==> src/rtl/float_cvt_hw_int_if.sv <==
// float_cvt_hw_int_if: operand/result handshake bundle for the float16 to int32 converter
interface float_cvt_hw_int_if;
    logic        in_valid;
    logic        in_ready;
    logic [15:0] float16;
    logic [2:0]  rounding_mode;
    logic        is_unsigned;
    logic        out_valid;
    logic        out_ready;
    logic [31:0] int32;
    logic        flag_nv;
    logic        flag_nx;
    modport master (
        output in_valid, float16, rounding_mode, is_unsigned, out_ready,
        input  in_ready, out_valid, int32, flag_nv, flag_nx
    );
    modport slave (
        input  in_valid, float16, rounding_mode, is_unsigned, out_ready,
        output in_ready, out_valid, int32, flag_nv, flag_nx
    );
endinterface

==> src/rtl/float_cvt_hw_int.sv <==
// float_cvt_hw_int: 3-stage binary16 to int32/uint32 converter with RISC-V rounding and NV/NX flags
module float_cvt_hw_int #(
    parameter int PIPE_STAGES = 3
) (
    input logic clk,
    input logic rst,
    float_cvt_hw_int_if.slave bus
);
    typedef enum logic [2:0] {C_ZERO, C_SUB, C_NORM, C_INF, C_NAN} cls_t;

    logic [PIPE_STAGES-1:0] vld;
    logic [PIPE_STAGES-1:0] en;

    logic [4:0]  exp5;
    logic [9:0]  frac;
    cls_t        cls;

    logic        s1_sign;
    cls_t        s1_cls;
    logic [10:0] s1_sig;
    logic [5:0]  s1_exp;
    logic [2:0]  s1_rm;
    logic        s1_uns;

    logic [25:0] q;
    logic        neg_e;
    logic [15:0] mag;
    logic        g;
    logic        s;
    logic        rup;

    logic        s2_sign;
    cls_t        s2_cls;
    logic [16:0] s2_mag;
    logic        s2_nx;
    logic [2:0]  s2_rm;
    logic        s2_uns;

    logic [31:0] mag32;
    logic [31:0] sres;
    logic        rsv;
    logic        nan;
    logic        inf;
    logic        special;
    logic [31:0] res;

    // a stage loads when it is empty or its successor moves on this cycle
    always_comb begin
        en[2] = !vld[2] || bus.out_ready;
        en[1] = !vld[1] || en[2];
        en[0] = !vld[0] || en[1];
    end

    assign bus.in_ready  = en[0];
    assign bus.out_valid = vld[2];

    // stage occupancy; reset discards everything in flight
    always_ff @(posedge clk) begin
        if (rst) begin
            vld <= '0;
        end else begin
            if (en[0]) vld[0] <= bus.in_valid;
            if (en[1]) vld[1] <= vld[0];
            if (en[2]) vld[2] <= vld[1];
        end
    end

    // decode: classify operand and build significand with hidden bit
    always_comb begin
        exp5 = bus.float16[14:10];
        frac = bus.float16[9:0];
        cls  = (exp5 == 5'd0)  ? ((frac == 10'd0) ? C_ZERO : C_SUB) :
               (exp5 == 5'd31) ? ((frac == 10'd0) ? C_INF  : C_NAN) : C_NORM;
    end

    // S1 registers
    always_ff @(posedge clk) begin
        if (en[0]) begin
            s1_sign <= bus.float16[15];
            s1_cls  <= cls;
            s1_sig  <= {exp5 != 5'd0, frac};
            s1_exp  <= {1'b0, exp5} - 6'd15;
            s1_rm   <= bus.rounding_mode;
            s1_uns  <= bus.is_unsigned;
        end
    end

    // align: q holds the value with 10 fraction bits, so integer/guard/sticky fall out of fixed slices
    always_comb begin
        q     = 26'(s1_sig) << s1_exp[3:0];
        neg_e = s1_exp[5] || (s1_cls == C_SUB);
        mag   = neg_e ? 16'd0 : q[25:10];
        g     = neg_e ? (s1_exp == 6'h3F) : q[9];
        s     = neg_e ? ((s1_exp == 6'h3F) ? |s1_sig[9:0] : |s1_sig) : |q[8:0];
        rup   = (s1_rm == 3'd0) ? (g && (s || mag[0])) :
                (s1_rm == 3'd2) ? (s1_sign && (g || s)) :
                (s1_rm == 3'd3) ? (!s1_sign && (g || s)) :
                (s1_rm == 3'd4) ? g : 1'b0;
    end

    // S2 registers: rounded magnitude and inexact
    always_ff @(posedge clk) begin
        if (en[1]) begin
            s2_sign <= s1_sign;
            s2_cls  <= s1_cls;
            s2_mag  <= 17'(mag) + 17'(rup);
            s2_nx   <= g || s;
            s2_rm   <= s1_rm;
            s2_uns  <= s1_uns;
        end
    end

    // result: sign application, saturation of specials and flag selection
    always_comb begin
        mag32   = 32'(s2_mag);
        sres    = s2_sign ? -mag32 : mag32;
        rsv     = s2_rm > 3'd4;
        nan     = s2_cls == C_NAN;
        inf     = s2_cls == C_INF;
        special = rsv || nan || inf || (s2_uns && s2_sign && s2_mag != 17'd0);
        res     = rsv ? 32'd0 :
                  (nan || (inf && !s2_sign)) ? (s2_uns ? 32'hFFFF_FFFF : 32'h7FFF_FFFF) :
                  inf ? (s2_uns ? 32'd0 : 32'h8000_0000) :
                  (s2_uns && s2_sign) ? 32'd0 : sres;
    end

    // S3 output registers, held while the consumer stalls
    always_ff @(posedge clk) begin
        if (rst) begin
            bus.int32   <= '0;
            bus.flag_nv <= 1'b0;
            bus.flag_nx <= 1'b0;
        end else if (en[2]) begin
            bus.int32   <= res;
            bus.flag_nv <= special;
            bus.flag_nx <= !special && s2_nx;
        end
    end
endmodule

==> src/flat_wrapper.sv <==
// flat-port wrapper written by rule: the top's interface ports become plain ports
module float_cvt_hw_int_flat 
#(
    parameter int PIPE_STAGES = 3
)
  (clk, rst, bus_in_valid, bus_float16, bus_rounding_mode, bus_is_unsigned, bus_out_ready, bus_in_ready, bus_out_valid, bus_int32, bus_flag_nv, bus_flag_nx);
  float_cvt_hw_int_if bus_i ();
  input logic clk;
  input logic rst;
  input wire logic [$bits(bus_i.in_valid)-1:0] bus_in_valid;
  input wire logic [$bits(bus_i.float16)-1:0] bus_float16;
  input wire logic [$bits(bus_i.rounding_mode)-1:0] bus_rounding_mode;
  input wire logic [$bits(bus_i.is_unsigned)-1:0] bus_is_unsigned;
  input wire logic [$bits(bus_i.out_ready)-1:0] bus_out_ready;
  output wire logic [$bits(bus_i.in_ready)-1:0] bus_in_ready;
  output wire logic [$bits(bus_i.out_valid)-1:0] bus_out_valid;
  output wire logic [$bits(bus_i.int32)-1:0] bus_int32;
  output wire logic [$bits(bus_i.flag_nv)-1:0] bus_flag_nv;
  output wire logic [$bits(bus_i.flag_nx)-1:0] bus_flag_nx;
  assign bus_i.in_valid = bus_in_valid;
  assign bus_i.float16 = bus_float16;
  assign bus_i.rounding_mode = bus_rounding_mode;
  assign bus_i.is_unsigned = bus_is_unsigned;
  assign bus_i.out_ready = bus_out_ready;
  assign bus_in_ready = bus_i.in_ready;
  assign bus_out_valid = bus_i.out_valid;
  assign bus_int32 = bus_i.int32;
  assign bus_flag_nv = bus_i.flag_nv;
  assign bus_flag_nx = bus_i.flag_nx;
  float_cvt_hw_int #(.PIPE_STAGES(PIPE_STAGES)) u_core (.clk(clk), .rst(rst), .bus(bus_i));
endmodule
==> config.mk <==
export PLATFORM = sky130hd
export DESIGN_NAME = float_cvt_hw_int_flat
export DESIGN_NICKNAME = d
export VERILOG_FILES = /design/src/rtl/float_cvt_hw_int_if.sv /design/src/rtl/float_cvt_hw_int.sv /design/src/flat_wrapper.sv
export SDC_FILE = /design/constraint.sdc
export NUM_CORES = 1
export LEC_CHECK = 0
export CAP_MARGIN = 10
export CORE_UTILIZATION = 56
export CTS_CLUSTER_SIZE = 8
export DETAILED_ROUTE_END_ITERATION = 8
export PLACE_DENSITY = 0.81
export REMOVE_ABC_BUFFERS = 1
export SETUP_SLACK_MARGIN = 0.2
export SLEW_MARGIN = 20
export SYNTH_ARGS = -nofsm -noshare
export SYNTH_HDL_FRONTEND = slang
export SYNTH_SLANG_ARGS = --single-unit
==> constraint.sdc <==
create_clock -name clk -period 3.6 [get_ports clk]
set_clock_uncertainty 0.05 [all_clocks]
set_input_delay 1.08 -clock clk [delete_from_list [all_inputs] [get_ports clk]]
set_output_delay 1.08 -clock clk [all_outputs]
set_load 0.05 [all_outputs]
### Word level (Yosys, flattened, before mapping)

Cells that the tools add are included.

| storage, ports and cells | value |
|---|---|
| bits in registers | 88 |
| input port bits | 24 |
| output and inout port bits | 36 |
| word-level logic and storage cells | 81 |

| cells by class | value |
|---|---|
| $add $sub $neg | 3 |
| $lt $le $gt $ge | 1 |
| equal/unequal tests | 8 |
| shift operators | 1 |
| mux-type cells | 19 |
| reduce and logical (&&, ||, !) cells | 31 |

Operator list:

| kind | count |
|---|---|
| $mux W32 | 7 |
| $neg A17 Y32 | 1 |
| $shl A11 B4 Y26 | 1 |
| $add A16 B1 Y17 | 1 |
| $reduce_bool A17 Y1 | 1 |
| $mux W16 | 1 |
| $reduce_or A11 Y1 | 1 |
| $logic_not A10 Y1 | 1 |
| $logic_or A1 B1 Y1 | 10 |
| $reduce_or A10 Y1 | 1 |
| $eq A3 B2 Y1 const B | 3 |
| $mux W3 | 3 |
| $reduce_or A9 Y1 | 1 |
| $mux W1 | 8 |
| $logic_and A1 B1 Y1 | 7 |
| $eq A3 B3 Y1 const B | 2 |
| $eq A6 B6 Y1 const B | 1 |
| $logic_not A1 Y1 | 6 |
| $sub A5 B4 Y6 const B | 1 |
| $eq A5 B5 Y1 const B | 1 |
| $logic_not A5 Y1 | 1 |
| $reduce_bool A5 Y1 | 1 |
| $eq A3 B1 Y1 const B | 1 |
| $gt A3 B3 Y1 const B | 1 |
| $logic_not A3 Y1 | 1 |

### Logic depth before layout (Yosys ltp)

Gate-level depths: netlist of the first run.

| depth | value |
|---|---|
| depth in word-level cells | 9 |
| mapped depth | 14 |
| mapped depth without buffers | 11 |

### Least setup slack after synthesis of the first run

Ideal clock, no wire load.

| path | value |
|---|---|
| kind | input to output |
| start | input port bus_out_ready |
| end | output port bus_in_ready |
| arrival | 2.478 ns |
| required time | 2.470 ns |
| path slack | -0.008 ns |
| stages on the path | 3 |
| buffers on the path | 1 |
| path through | nor2b_1 -> clkbuf_1 -> nand3_1 |

| between the ends | value |
|---|---|
| longest elaborated chain between the ends | 3 |

Ends and longest elaborated chain:

| element | line | source |
|---|---|---|
| start: declaration | flat_wrapper.sv:14 | `input wire logic [$bits(bus_i.out_ready)-1:0] bus_out_ready;` |
| $logic_or A1 B1 Y1 | float_cvt_hw_int.sv:49 | `en[2] = !vld[2] \|\| bus.out_ready;` |
| $logic_or A1 B1 Y1 | float_cvt_hw_int.sv:50 | `en[1] = !vld[1] \|\| en[2];` |
| $logic_or A1 B1 Y1 | float_cvt_hw_int.sv:51 | `en[0] = !vld[0] \|\| en[1];` |
| end: declaration | flat_wrapper.sv:15 | `output wire logic [$bits(bus_i.in_ready)-1:0] bus_in_ready;` |

Every way passes these cells.

### Worst setup path after layout of the first run

Same ends and word-level chain as after synthesis.

==> run_results.csv, run 1 <==
group,metric,value,unit
yosys,postSynthAreaPerCell,10.2,um^2
setup_path,cp-start-kind,"primary input",
global_route,grt_usage,0.267,
global_route,grt_pass1_wl,17700,um
hold_path,hold_path_class,"reg -> reg",
setup_path,critPathKind,"in -> out",
power_and_ir_drop,peakVddDrop,0.302,mV
setup_path,end_kind,"output pin",
finish,diodes,0,
sta,setup_viol,0,
sta,rsz0062_at_grt,"false",
global_route,antenna_found_initial,0,
finish,drive_gt1_frac,0.119,
global_route,grt_max_degree,38,
finish,area.growth.synth_to_final,21.3,%
clock_network,cts.root.buffer_cell,"clkbuf_8",
sta,setup_slack,0.378,ns
global_route,first_global_vias,3659,
setup_path,rr_startpoint,"u_core.s1_exp[0]$_DFFE_PP_",
die,die_w,93.1,um
hold_path,whs_path_depth,2,
hold_path,whs_endpoint,"u_core.bus.int32[28]$_SDFFE_PP0P_",
clock_network,htreeDepth,3,
die,die-height,93.1,um
yosys,synth_top_family_by_area,"compound AO/OA/AOI/OAI gates",
yosys,synth_ff_type,"edfxtp_1",
yosys,yosysMostFrequentCell,"edfxtp_1",
setup_path,reg2reg_slack,0.40,ns
route,vias_per_cell,5.98,
yosys,synthTopCellsByCount,"edfxtp_1 (51), nand2_1 (41), nor2_1 (38)",
route,dr.pass1.iters,5,
place,pre_cts_ws,0.155,ns
power_and_ir_drop,power.density,443,mW/mm^2
yosys,yosysUniqueCellTypes,65,
clock_network,clk_latency,0.36,ns
yosys,synth_top_area_cell,"edfxtp_1",
clock_network,clkSinkCount,88,
route,drt_iter0_drc,184,
finish,nets,557,
yosys,synth_top_area_frac,0.329,
die,ios,60,
yosys,synth-xor-area-share,0.0490,
sta,post-route-min-period,3.22,ns
sta,fmaxAchievable,310,MHz
setup_path,arrival,2.09,ns
place,place_hpwl,8180,um
route,routed_wl,10800,um
yosys,post_synth_fa_ha_maj_area_fraction,0.0188,
global_route,grt-ovfl-total,0,
route,drc_errors,0,
die,core,0.00789,mm^2
yosys,yosys_warnings,0,
yosys,yosys-top-cells-area,"edfxtp_1 (33%), dfxtp_1 (16%), a21oi_1 (3.4%), mux2i_1 (3.4%), nand2_1 (3.3%)",
sta,worst_slew_pin_slew,0.733,ns
route,vias,3785,
clock_network,clk_pin_slew_worst_paths,0.09,ns
sta,final-max-slew-violation-count,0,
clock_network,cts_tree,"done",
yosys,synth_enable_flop_cells,51,
finish,final_area,0.00564,mm^2
clock_network,hold_buffers,0,
place,numPortBuffers,59,
power_and_ir_drop,leakage,2.10,nW
setup_path,cp_max_fo,2,
die,die_area,0.00867,mm^2
yosys,yosysSeqAreaShare,0.489,
status,status,"completed",
sta,period_share,0.895,
sta,hold_violations,0,
yosys,syn-cell-area,0.00465,mm^2
clock_network,cts_buffer_depth,2,
sta,slew_headroom,0.510,
place,postPlaceCellArea,0.00539,mm^2
route,ant_nets,0,
sta,setup_tns,0,ns
yosys,synthCells,456,
yosys,synth_compound_area_frac,0.171,
flow_run,drv_cap,0,
setup_path,cp.required,2.47,ns
hold_path,hold_start,"u_core.bus.int32[28]$_SDFFE_PP0P_",
yosys,synth-simple-area-share,0.158,
finish,fillers,585,
power_and_ir_drop,p_total,2.50,mW
die,start_util,0.590,
route,wire_per_inst,17.0,um
place,gp_congestion,0.933,
yosys,ys_ff_latch,88,
setup_path,r2r_cells,12,
setup_path,timing.rr.end,"u_core.s2_mag[8]$_DFFE_PP_",
yosys,async_flop_share,0,
die,rows,32,
yosys,muxShareOfSynthArea,0.0764,
clock_network,numCtsBuffers,9,
-- worst max path at each step --
stage	start	cells past startpoint	to
2_1_floorplan	bus_out_ready	2	bus_in_ready
3_3_place_gp	u_core.s1_exp[0]$_DFFE_PP_	11	u_core.s2_mag[12]$_DFFE_PP_
3_5_place_dp	u_core.s1_exp[0]$_DFFE_PP_	11	u_core.s2_mag[8]$_DFFE_PP_
4_1_cts	u_core.s1_exp[2]$_DFFE_PP_	11	u_core.s2_mag[12]$_DFFE_PP_
5_1_grt	u_core.s1_exp[0]$_DFFE_PP_	13	u_core.s2_mag[12]$_DFFE_PP_
6_report	bus_out_ready	4	bus_in_ready
-- final cells by class --
type                    instances  area (um^2)  area share
multi-input cells             331         2220       0.393
repair buffers                 82          773       0.137
inverters                      14         52.6     0.00931
well taps                     102          128      0.0226
clock inverters                 7         76.3      0.0135
flip-flops and latches         88         2270       0.403
clock buffers                   9          124      0.0220
-- worst max-delay path, stage by stage --
cell and delay (ns):
clkdlybuf4s50_1 0.44, nor2b_2 0.18, nand3_1 0.16, buf_4 0.23
-- cell usage in the layout, fill, tap and decap left out, types with 5 or more instances in the layout --
| master | count |
|---|---|
| clkdlybuf4s50_1 | 58 |
| dfxtp_1 | 37 |
| nand3_1 | 13 |
| o21ai_0 | 27 |
| nor3b_1 | 5 |
| buf_4 | 23 |
| mux2i_1 | 16 |
| edfxtp_1 | 51 |
| a21oi_1 | 32 |
| xor2_1 | 11 |
| nor3_1 | 12 |
| clkbuf_8 | 9 |
| nand2_1 | 41 |
| ha_1 | 7 |
| a22oi_1 | 13 |
| inv_1 | 13 |
| mux2_2 | 7 |
| nand2b_1 | 6 |
| nor2_1 | 38 |
| xnor2_1 | 15 |
| nor2b_1 | 6 |
| o31ai_1 | 5 |
| nor4_1 | 7 |
-- cells by family (layout without fill, tap and decap cells) --
family	after synthesis	count (layout)
and+or+nand+nor	151	151
buffers and inverters	37	112
xor gates and xnor gates	26	26
adders and majority gates	7	7
other	1	1
AOI/OAI and AO/OA	118	118
DFF	88	88
muxes	28	28
-- per-layer routing --
layer  GRT usage  vias up  wire length (um)
met5           0        -                 0
met4       0.126        0               346
met3      0.0537       37               464
met2       0.488      131              5640
met1       0.297     1778              4340
li1            -     1839                 -
-- what timing repair did --
| item | CTS | global route |
|---|---|---|
| buffers inserted | 4 | 0 |
| gates resized for setup | 0 | 3 |
| setup endpoints to repair | 4 | 9 |
-- sequential cells by signal, summed over array words and instances (netlist names), 3 cells and up --
register          count
u_core.s1_rm          3
u_core.s1_exp         6
u_core.s1_cls         3
u_core.s1_sig        11
u_core.bus.int32     32
u_core.s2_rm          3
u_core.s2_cls         3
u_core.vld            3
u_core.s2_mag        17
-- through the flow --
stage	hold WS, ns	utilization	instances
2_1_floorplan	0.350	-	433
3_3_place_gp	0.352	0.683	613
3_5_place_dp	0.386	0.683	613
4_1_cts	0.410	0.714	633
5_1_grt	0.418	0.715	633
6_report	0.407	0.715	633
-- report_power, final --
group | switching [mW] | internal [mW]
Sequential | 0.0598 | 1.14
Clock | 0.371 | 0.328
Combinational | 0.355 | 0.250
Total | 0.786 | 1.72
No activity file was read; power rests on OpenSTA's default activity.
==> run 2, diff against run 1 <==
--- a/config.mk
+++ b/config.mk
@@ -6,10 +6,9 @@
 export NUM_CORES = 1
 export LEC_CHECK = 0
 export CAP_MARGIN = 10
-export CORE_UTILIZATION = 56
+export CORE_UTILIZATION = 30
 export CTS_CLUSTER_SIZE = 8
 export DETAILED_ROUTE_END_ITERATION = 8
-export PLACE_DENSITY = 0.81
 export REMOVE_ABC_BUFFERS = 1
 export SETUP_SLACK_MARGIN = 0.2
 export SLEW_MARGIN = 20
==> run 2 against run 1 <==
Net effect:
- non-clock buffer count is 8 lower
- count of clock-buffer cells in the layout is the same
- register-to-register slack better by 0.03 ns
- critical endpoint unchanged
- largest power group unchanged
- first-iteration DRC count is 20% higher
- sequential power about the same
- clock power increased by 31%
==> run_results.csv, run 2 (synthesis gave the netlist of run 1 again) <==
group,metric,value,unit
setup_path,arrival,2.07,ns
global_route,antenna_found_initial,0,
setup_path,end_kind,"output pin",
power_and_ir_drop,power.switching,789,uW
sta,fmaxAchievable,312,MHz
hold_path,hold_start,"u_core.s1_uns$_DFFE_PP_",
setup_path,cp_max_fo,2,
power_and_ir_drop,combPwrFrac,0.218,
finish,drive_gt1_frac,0.107,
route,top_layer_used,"met4",
finish,reg.largest.list,"u_core.bus.int32: 32 flops, u_core.s2_mag: 17 flops, u_core.s1_sig: 11 flops",
route,drc_errors,0,
route,dr.pass1.iters,5,
route,wire_per_inst,15.1,um
route,routed_wl,10700,um
die,ios,60,
finish,largest_register,"u_core.bus.int32",
flow_run,drv_cap,0,
global_route,grt_usage,0.137,
die,die_area,0.0160,mm^2
power_and_ir_drop,peakVddDrop,0.261,mV
global_route,grt-ovfl-total,0,
place,place_hpwl,8090,um
finish,final_common_cell,"clkdlybuf4s50_1",
setup_path,critPathKind,"in -> out",
setup_path,rr_startpoint,"u_core.s1_exp[1]$_DFFE_PP_",
finish,fillers,1470,
clock_network,htreeDepth,3,
clock_network,clkSinkCount,88,
die,core,0.0151,mm^2
die,rows,45,
power_and_ir_drop,leakage,2.10,nW
sta,holdWs,0.388,ns
global_route,grt_pass1_wl,17500,um
status,status,"completed",
clock_network,cts_tree,"done",
finish,diodes,0,
die,die_w,127,um
finish,area.growth.synth_to_final,24.5,%
sta,setup_tns,0,ns
sta,post-route-min-period,3.20,ns
setup_path,cp.required,2.47,ns
power_and_ir_drop,clockPowerShare,0.338,
sta,worst_slew_pin_slew,0.728,ns
sta,setup_viol,0,
clock_network,numCtsBuffers,9,
hold_path,hold_path_class,"reg -> reg",
clock_network,cts.root.buffer_cell,"clkbuf_16",
finish,mostFrequentLayoutCells,"clkdlybuf4s50_1 (58), edfxtp_1 (51), nand2_1 (41)",
route,vias_per_cell,5.14,
place,numPortBuffers,59,
route,wl_met2,5110,um
finish,nets,549,
global_route,first_global_vias,3442,
clock_network,clk_latency,0.34,ns
place,gp_congestion,0.896,
setup_path,cp-start-kind,"primary input",
sta,hold_violations,0,
sta,final-max-slew-violation-count,0,
sta,rsz0062_at_grt,"true",
route,vias,3652,
route,ant_nets,0,
sta,period_share,0.890,
clock_network,cts_buffer_depth,2,
finish,largest_reg_flops,32,
sta,setup_slack,0.395,ns
route,drt_iter0_drc,220,
sta,slew_headroom,0.510,
global_route,grt_max_degree,38,
power_and_ir_drop,intPower,1.92,mW
power_and_ir_drop,pwr-share-seq,0.444,
place,pre_cts_ws,0.315,ns
die,start_util,0.307,
setup_path,crit_path_start,"bus_out_ready",
power_and_ir_drop,power.density,468,mW/mm^2
die,die-height,127,um
power_and_ir_drop,swShare,0.291,
clock_network,clk_pin_slew_worst_paths,0.07,ns
route,wl_met1,4970,um
route,wl_met3,490,um
## run 2: changes by cell type in the layout (fill, tap and decap cells not counted), sizes merged
cell    delta
buf        -8
clkinv     +1
inv        -1
## run 2: path summary, 6_finish.rpt
check / endpoint / slack, ns / depth (start not counted)
max: bus_in_ready / 0.40 / 4
min: u_core.s2_uns$_DFFE_PP_ / 0.39 / 0
max reg2reg: u_core.s2_mag[8]$_DFFE_PP_ / 0.43 / 12
min reg2reg: u_core.s2_uns$_DFFE_PP_ / 0.39 / 0
## run 2: what timing repair did
item                                    CTS  global route
endpoints found under the setup margin    0            10
resized for setup                         0             5
setup buffers                             0             2
hold buffers                              0             0
## run 2: area by class of cell
class                      count  area [um^2]  share of cell area
tap                          188          235              0.0406
timing repair buffer          74          713               0.123
clock inverter                 7         68.8              0.0119
clock buffer                   9          225              0.0389
multi-input combinational    331         2220               0.384
inverter                      14         52.6             0.00907
sequential                    88         2270               0.392
## run 2: metrics by stage
stage	instances	cell area [um^2]	util	total power, mW
final	711	5790	0.382	2.71
after global routing	711	5790	0.382	2.83
after detailed placement	693	5470	0.361	1.81
after global placement	693	5470	0.361	1.80
after CTS	709	5760	0.380	2.72
after floorplan	433	4530	-	1.61
## run 2: critical path, stage by stage
cell and delay, ns:
clkdlybuf4s50_1 0.44, nor2b_2 0.15, nand3_1 0.16, buf_4 0.23
## run 2: power groups by stage
| stage | sequential (mW) | combinational, mW | clock [mW] |
|---|---|---|---|
| 2_1_floorplan | 1.32 | 0.288 | 0 |
| 3_3_place_gp | 1.22 | 0.578 | 0 |
| 3_5_place_dp | 1.23 | 0.581 | 0 |
| 4_1_cts | 1.20 | 0.584 | 0.936 |
| 5_1_grt | 1.21 | 0.641 | 0.974 |
| 6_report | 1.20 | 0.589 | 0.916 |
## run 2: layer usage
| layer | up-vias | GRT usage |
|---|---|---|
| met4 | 0 | 0.0432 |
| met5 | - | 0 |
| li1 | 1825 | - |
| met1 | 1716 | 0.176 |
| met2 | 97 | 0.225 |
| met3 | 14 | 0.0363 |
